**src/rtl/gpu_pkg.sv**
```systemverilog
// Shared types and constants for the triangle setup front end.
package gpu_pkg;

    localparam int XW        = 9;              // vertex X width (0..511)
    localparam int YW        = 8;              // vertex Y width (0..255)
    localparam int ZW        = 16;             // per-vertex depth width
    localparam int INV_FRAC  = 24;             // fractional bits of inv_area
    localparam int DIV_STEPS = INV_FRAC + 2;   // quotient bits of floor(2^25/|2A|)
    localparam int DIV_W     = 17;             // |2A| <= 130305 fits in 17 bits
    localparam int REM_W     = DIV_W + 1;      // restoring-divide remainder width
    localparam int A2_W      = 20;             // signed 2*area width
    localparam int CNT_W     = $clog2(DIV_STEPS);

    // Dividend 2^25: one extra bit beyond INV_FRAC so the quotient can be rounded.
    localparam logic [DIV_STEPS-1:0] DIVIDEND = {1'b1, {(DIV_STEPS-1){1'b0}}};

    typedef enum logic [1:0] {
        IDLE,
        AREA,
        DIV,
        OUT
    } setup_state_t;

    typedef struct packed {
        logic [XW-1:0] v1x;
        logic [XW-1:0] v2x;
        logic [XW-1:0] v3x;
        logic [YW-1:0] v1y;
        logic [YW-1:0] v2y;
        logic [YW-1:0] v3y;
        logic [7:0]    color;
        logic [ZW-1:0] z1;
        logic [ZW-1:0] z2;
        logic [ZW-1:0] z3;
    } tri_t;

    // Magnitude of the signed 2*area.
    function automatic logic [A2_W-1:0] abs_a2(input logic signed [A2_W-1:0] a);
        return a[A2_W-1] ? -a : a;
    endfunction

    // Round-half-up of q/2: turns floor(2^25/d) into round(2^24/d).
    function automatic logic [31:0] round_half(input logic [DIV_STEPS-1:0] q);
        logic [DIV_STEPS:0] q_plus;
        q_plus = {1'b0, q} + {{DIV_STEPS{1'b0}}, 1'b1};
        return 32'(q_plus >> 1);
    endfunction

endpackage

```
**src/rtl/recip_div.sv**
```systemverilog
// Restoring divider computing floor(2^25 / divisor), one quotient bit per cycle, MSB first.
// The start cycle produces the first bit, so done pulses after exactly DIV_STEPS cycles.
module recip_div
    import gpu_pkg::*;
(
    input  logic                 clk,
    input  logic                 rst,
    input  logic                 start,
    input  logic [DIV_W-1:0]     divisor,
    output logic                 busy,
    output logic                 done,
    output logic [DIV_STEPS-1:0] quotient
);

    logic [REM_W-1:0]     rem;
    logic [DIV_STEPS-1:0] dvd;
    logic [CNT_W-1:0]     cnt;

    logic [REM_W-1:0]     src_rem;
    logic [DIV_STEPS-1:0] src_dvd;
    logic [REM_W-1:0]     trial;
    logic                 q_bit;
    logic [REM_W-1:0]     next_rem;

    // One restoring step: shift the next dividend bit in, subtract when it fits.
    // NOTE: every variable gets a default at the top so no latch is inferred.
    always_comb begin
        src_rem  = start ? '0 : rem;
        src_dvd  = start ? DIVIDEND : dvd;
        trial    = {src_rem[REM_W-2:0], src_dvd[DIV_STEPS-1]};
        // A set top remainder bit means the shifted value already exceeds any divisor.
        q_bit    = src_rem[REM_W-1] | (trial >= {1'b0, divisor});
        next_rem = q_bit ? (trial - {1'b0, divisor}) : trial;
    end

    // Iteration registers: load-and-step on start, then one step per cycle until the count expires.
    // NOTE: sequential state uses non-blocking assignments so every register samples pre-edge values.
    always_ff @(posedge clk) begin
        if (rst) begin
            rem      <= '0;
            dvd      <= '0;
            cnt      <= '0;
            quotient <= '0;
            busy     <= 1'b0;
            done     <= 1'b0;
        end else begin
            done <= 1'b0;
            if (start && !busy) begin
                rem      <= next_rem;
                dvd      <= {src_dvd[DIV_STEPS-2:0], 1'b0};
                quotient <= {{(DIV_STEPS-1){1'b0}}, q_bit};
                cnt      <= CNT_W'(DIV_STEPS - 1);
                busy     <= 1'b1;
            end else if (busy) begin
                rem      <= next_rem;
                dvd      <= {src_dvd[DIV_STEPS-2:0], 1'b0};
                quotient <= {quotient[DIV_STEPS-2:0], q_bit};
                cnt      <= cnt - 1'b1;
                if (cnt == CNT_W'(1)) begin
                    busy <= 1'b0;
                    done <= 1'b1;
                end
            end
        end
    end

endmodule

```
**src/rtl/triangle_setup.sv**
```systemverilog
// Triangle setup: computes signed 2*area, culls degenerate triangles, and
// produces inv_area = round(2^24/|2A|) before handing the triangle to the rasterizer.
module triangle_setup
    import gpu_pkg::*;
(
    input  logic          axi_aclk,
    input  logic          axi_reset,
    input  logic          in_valid,
    output logic          in_ready,
    input  logic [XW-1:0] in_v1x,
    input  logic [XW-1:0] in_v2x,
    input  logic [XW-1:0] in_v3x,
    input  logic [YW-1:0] in_v1y,
    input  logic [YW-1:0] in_v2y,
    input  logic [YW-1:0] in_v3y,
    input  logic [7:0]    in_color,
    input  logic [ZW-1:0] in_z1,
    input  logic [ZW-1:0] in_z2,
    input  logic [ZW-1:0] in_z3,
    output logic          triangle_valid,
    input  logic          triangle_ready,
    output logic [XW-1:0] v1x,
    output logic [XW-1:0] v2x,
    output logic [XW-1:0] v3x,
    output logic [YW-1:0] v1y,
    output logic [YW-1:0] v2y,
    output logic [YW-1:0] v3y,
    output logic [7:0]    color,
    output logic [ZW-1:0] z1,
    output logic [ZW-1:0] z2,
    output logic [ZW-1:0] z3,
    output logic [31:0]   inv_area,
    output logic          area_neg,
    output logic          cull_pulse,
    output logic [15:0]   cull_count
);

    setup_state_t state, state_nxt;

    tri_t                 tri_q;
    logic                 ready_en;       // low for the cycle after reset
    logic                 start_q;        // launches the divider on the first DIV cycle
    logic [DIV_W-1:0]     divisor_q;
    logic                 area_neg_q;
    logic [31:0]          inv_area_q;
    logic [15:0]          cull_count_q;
    logic                 accept;

    logic                 div_busy;
    logic                 div_done;
    logic [DIV_STEPS-1:0] div_quotient;

    logic signed [A2_W-1:0] x1_s, x2_s, x3_s;
    logic signed [A2_W-1:0] d23, d31, d12;
    logic signed [A2_W-1:0] a2;
    logic [A2_W-1:0]        a2_mag;
    logic                   zero_area;

    // Signed 2*area from the latched vertices; operands are widened so the wrapped sum is exact.
    always_comb begin
        x1_s      = A2_W'(tri_q.v1x);
        x2_s      = A2_W'(tri_q.v2x);
        x3_s      = A2_W'(tri_q.v3x);
        d23       = A2_W'(tri_q.v2y) - A2_W'(tri_q.v3y);
        d31       = A2_W'(tri_q.v3y) - A2_W'(tri_q.v1y);
        d12       = A2_W'(tri_q.v1y) - A2_W'(tri_q.v2y);
        a2        = x1_s * d23 + x2_s * d31 + x3_s * d12;
        a2_mag    = abs_a2(a2);
        zero_area = (a2_mag == '0);
    end

    // State register.
    always_ff @(posedge axi_aclk) begin
        if (axi_reset) begin
            state <= IDLE;
        end else begin
            state <= state_nxt;
        end
    end

    // Next state and handshake outputs; triangle_valid depends on state only.
    always_comb begin
        state_nxt      = state;
        in_ready       = 1'b0;
        triangle_valid = 1'b0;
        cull_pulse     = 1'b0;
        case (state)
            IDLE: begin
                in_ready = ready_en && !div_busy;
                if (in_valid && in_ready) begin
                    state_nxt = AREA;
                end
            end
            AREA: begin
                cull_pulse = zero_area;
                state_nxt  = zero_area ? IDLE : DIV;
            end
            DIV: begin
                if (div_done) begin
                    state_nxt = OUT;
                end
            end
            OUT: begin
                triangle_valid = 1'b1;
                if (triangle_ready) begin
                    state_nxt = IDLE;
                end
            end
            default: state_nxt = IDLE;
        endcase
    end

    assign accept = in_valid && in_ready;

    // Datapath registers: triangle capture, area sign/magnitude, cull count and final reciprocal.
    // NOTE: the datapath registers are reset too because their reset values are visible on the outputs.
    always_ff @(posedge axi_aclk) begin
        if (axi_reset) begin
            tri_q        <= '0;
            ready_en     <= 1'b0;
            start_q      <= 1'b0;
            divisor_q    <= '0;
            area_neg_q   <= 1'b0;
            inv_area_q   <= '0;
            cull_count_q <= '0;
        end else begin
            ready_en <= 1'b1;
            start_q  <= 1'b0;
            case (state)
                IDLE: begin
                    if (accept) begin
                        tri_q <= '{v1x: in_v1x, v2x: in_v2x, v3x: in_v3x,
                                   v1y: in_v1y, v2y: in_v2y, v3y: in_v3y,
                                   color: in_color,
                                   z1: in_z1, z2: in_z2, z3: in_z3};
                    end
                end
                AREA: begin
                    area_neg_q <= a2[A2_W-1];
                    divisor_q  <= a2_mag[DIV_W-1:0];
                    if (zero_area) begin
                        if (cull_count_q != '1) begin
                            cull_count_q <= cull_count_q + 16'd1;
                        end
                    end else begin
                        start_q <= 1'b1;
                    end
                end
                DIV: begin
                    if (div_done) begin
                        inv_area_q <= round_half(div_quotient);
                    end
                end
                default: ;
            endcase
        end
    end

    recip_div u_recip_div (
        .clk      (axi_aclk),
        .rst      (axi_reset),
        .start    (start_q),
        .divisor  (divisor_q),
        .busy     (div_busy),
        .done     (div_done),
        .quotient (div_quotient)
    );

    assign v1x        = tri_q.v1x;
    assign v2x        = tri_q.v2x;
    assign v3x        = tri_q.v3x;
    assign v1y        = tri_q.v1y;
    assign v2y        = tri_q.v2y;
    assign v3y        = tri_q.v3y;
    assign color      = tri_q.color;
    assign z1         = tri_q.z1;
    assign z2         = tri_q.z2;
    assign z3         = tri_q.z3;
    assign inv_area   = inv_area_q;
    assign area_neg   = area_neg_q;
    assign cull_count = cull_count_q;

endmodule

```
**config.mk**
```make
export PLATFORM = sky130hd
export DESIGN_NAME = triangle_setup
export DESIGN_NICKNAME = d
export VERILOG_FILES = /design/src/rtl/gpu_pkg.sv /design/src/rtl/recip_div.sv /design/src/rtl/triangle_setup.sv
export SDC_FILE = /design/constraint.sdc
export NUM_CORES = 1
export LEC_CHECK = 0
export CAP_MARGIN = 30
export CORE_MARGIN = 5
export CORE_UTILIZATION = 39
export DETAILED_ROUTE_END_ITERATION = 8
export MAX_ROUTING_LAYER = met4
export PLACE_DENSITY = 0.64
export SYNTH_ARGS = -nofsm -noshare
export SYNTH_HDL_FRONTEND = slang
export SYNTH_HIERARCHICAL = 1
export SYNTH_SLANG_ARGS = --single-unit
```
**constraint.sdc**
```tcl
create_clock -name axi_aclk -period 15.5 [get_ports axi_aclk]
set_input_delay 3.875 -clock axi_aclk [delete_from_list [all_inputs] [get_ports axi_aclk]]
set_output_delay 3.875 -clock axi_aclk [all_outputs]
set_load 0.01 [all_outputs]
```
==> qor.yml <==
run_status:
  status: "complete, no violations"
yosys:
  synth-edff-count: 0
  synth-async-reset-ratio_pct: 0
  yosysWarnings: 6
  synth-seq-cells: 222
  syn_inst: 2422
  ys_seq_area_share_pct: 21.6
  yosys.cell_types.count: 91
  synth_ff_type: "dfxtp_1"
  avgSynthCellArea_um2: 8.48
  netlist_area_mm2: 0.0205
timing:
  max_freq_ghz: 0.0672
  fin_crit_ns: 14.88
  final.setup_skew_ns: 0.00961
  rsz0062_at_grt: "false"
  slew_viol_final: 0
  fin_crit_sh_pct: 96.0
  setup_viol: 0
  maxSlewHeadroom_pct: 31.1
  hold_viol: 0
  worst_pin_slew_ns: 1.03
  fin_tns_setup_ns: 0
layout:
  areaGrowthSynthToFinish_pct: 19.7
  drive_above_1_share_pct: 3.48
  fin_nets: 3123
  multi_input_area_mm2: 0.0144
  layout_common_cells: "363 x nand2_1, 332 x inv_1, 262 x clkdlybuf4s50_1"
  fill_cells: 5089
  antenna_cells: 0
  regArea_mm2: 0.00445
  final_util_pct: 46.9
  layout_commonest_cell: "nand2_1"
global_routing:
  antenna_found_initial: 0
  overflow: 0
  grt_max_degree: 112
  grt_usage_pct: 19.7
  grt_pass1_wl_um: 90600
  grt_pass1_vias: 17700
cts:
  cts_hold_buf: 0
  cts_tree: "done"
  cts_setup_buffers: 0
  cts.sinks: 222
  htree_levels: 1
  cts_buffer_depth: 3
  root_buffer: "clkbuf_16"
  path_clk_slew_ns: 0.06
  clk-insertion-delay-late_ns: 0.57
  cts_buffers: 27
  post_cts_resized: 0
floorplan:
  dieArea_mm2: 0.0573
  start_util_pct: 39.2
  core_mm2: 0.0523
  io_pins: 270
  die_y_um: 239
  rows: 84
  dieWidth_um: 239
setup_path:
  crit_path_frequent_cell: "fa_1"
  reg2reg_slack_ns: 4.28
  required_ns: 11.62
  path_class: "reg2out"
  critPathMaxFanout: 32
  crit_path_start_kind: "flip-flop"
  rr_startpoint: "v2y[1]"
  critical-path-max-stage-delay_ns: 0.66
  crit_arrival_ns: 11.00
  end_kind: "primary output"
  reg2reg_to: "cull_count[5]"
  slowest_stage: "xnor3_2"
  reg2reg_depth: 33
drt:
  drc: 0
  post_drt_via_cell_ratio: 5.08
  dr.pass1.iters: 5
  dr_total_vias: 16900
  post_drt_wl_per_cell_um: 16.5
  drtAntennaViolNets: 0
  drt_iter0_markers: 810
  wl_um: 54800
hold_path:
  hold_start: "divisor_q[11]"
  min_to: "divisor_q[11]"
  hold_path_depth: 2
  hold_class: "reg2reg"
place:
  place_congestion: 0.906
  portBuffers: 263
  dp_hpwl_um: 43500
flow_run:
  maxCapViolations: 0
## cells by family after synthesis
kind of cell / after synthesis / share of synthesized area (%)
AOI/OAI and AO/OA: 411 / 13.2
xor gates and xnor gates: 78 / 3.56
adders and majority gates: 393 / 31.9
buffers and inverters: 446 / 8.43
DFF: 222 / 21.6
muxes: 34 / 1.66
other: 1 / 0.0183
and+or+nand+nor: 837 / 19.6
## cell usage after synthesis, drive strengths merged (3+ instances only)
library cell / n / area (um2)
a31oi: 9 / 62.6
nand3b: 3 / 22.5
o21ai: 52 / 264
o22a: 4 / 35.0
nor3: 21 / 105
clkbuf: 94 / 353
nand4: 12 / 75.1
o2111ai: 3 / 26.3
mux2i: 34 / 340
a311oi: 12 / 105
a2111oi: 5 / 63.8
xor2: 35 / 307
dfxtp: 222 / 4440
or4: 9 / 67.6
a211o: 3 / 26.3
o2111a: 3 / 33.8
ha: 176 / 2200
a22o: 5 / 43.8
xnor2: 41 / 378
nor2b: 43 / 269
a211oi: 52 / 395
and2: 110 / 688
or3: 19 / 124
inv: 333 / 1250
nand3: 28 / 140
a22oi: 3 / 22.5
o211ai: 7 / 52.6
fa: 217 / 4340
o21a: 13 / 97.6
buf: 19 / 125
or2b: 5 / 37.5
a21o: 25 / 189
nand2b: 37 / 231
o22ai: 3 / 32.5
o31ai: 7 / 52.6
o21bai: 4 / 30.0
nand2: 364 / 1370
nor2: 131 / 492
a21oi: 170 / 862
o211a: 4 / 40.0
and3: 22 / 143
or2: 12 / 75.1
nor3b: 5 / 37.5
and3b: 3 / 26.3
o31a: 4 / 35.0
## cell type report
type	instances	area share (%)
Multi-Input combinational cell	1759	58.6
Inverter	333	5.10
Clock buffer	38	3.12
Sequential cell	222	18.1
Tap cell	688	3.50
Clock inverter	12	0.484
Timing Repair Buffer	276	11.1
## metrics by stage
stage	setup slack [ns]	cells	hold slack [ns]	area (um2)
after floorplan	2.55	2427	0.427	20600
after global placement	1.29	3276	0.435	23700
after detailed placement	1.07	3277	0.444	23700
after CTS	0.433	3327	0.452	24600
after global routing	0.0385	3328	0.471	24600
final	0.624	3328	0.449	24600
## worst max-delay path, delay by kind of cell, from the launching register on
kind / cells / cell delay (ns)
xor+xnor: 2 / 0.89
buf+inv: 4 / 0.73
simple gates: 6 / 1.50
flops: 1 / 0.47
fa+ha+maj: 10 / 4.75
compound gates: 11 / 2.06
## flip-flops by register name, indices dropped and copies added, names as in the netlist, 5 cells and up, named ones only
name	cells
u_recip_div/cnt	5
v1y	8
v1x	9
z2	16
u_recip_div/quotient	26
v2x	9
z1	16
inv_area	26
u_recip_div/rem	18
v3y	8
z3	16
color	8
cull_count	16
divisor_q	17
v2y	8
v3x	9
## worst max path at each step
stage | from | end | cells after the start | slack, ns
floorplan | v1y[1] | cull_pulse | 29 | 2.55
global placement | v2y[1] | cull_pulse | 33 | 1.29
detailed placement | v2y[1] | cull_pulse | 33 | 1.07
CTS | v2y[1] | cull_pulse | 33 | 0.43
global route | v1y[1] | cull_pulse | 31 | 0.04
finish | v2y[1] | cull_pulse | 33 | 0.62
## metal layers
metal  share of wire [%]  routed length, um  vias up  GRT usage (%)
met4                 2.9               1570        0           4.96
met3                 6.9               3790       93           4.46
li1                    -                  -     8262              -
met2                  48              26300      438           33.1
met1                  42              23100     8129           24.1
met5                   0                  0        -              -
Power is not shown: default switching activity piles up to over one toggle a cycle in this logic, so the estimate is an artifact.
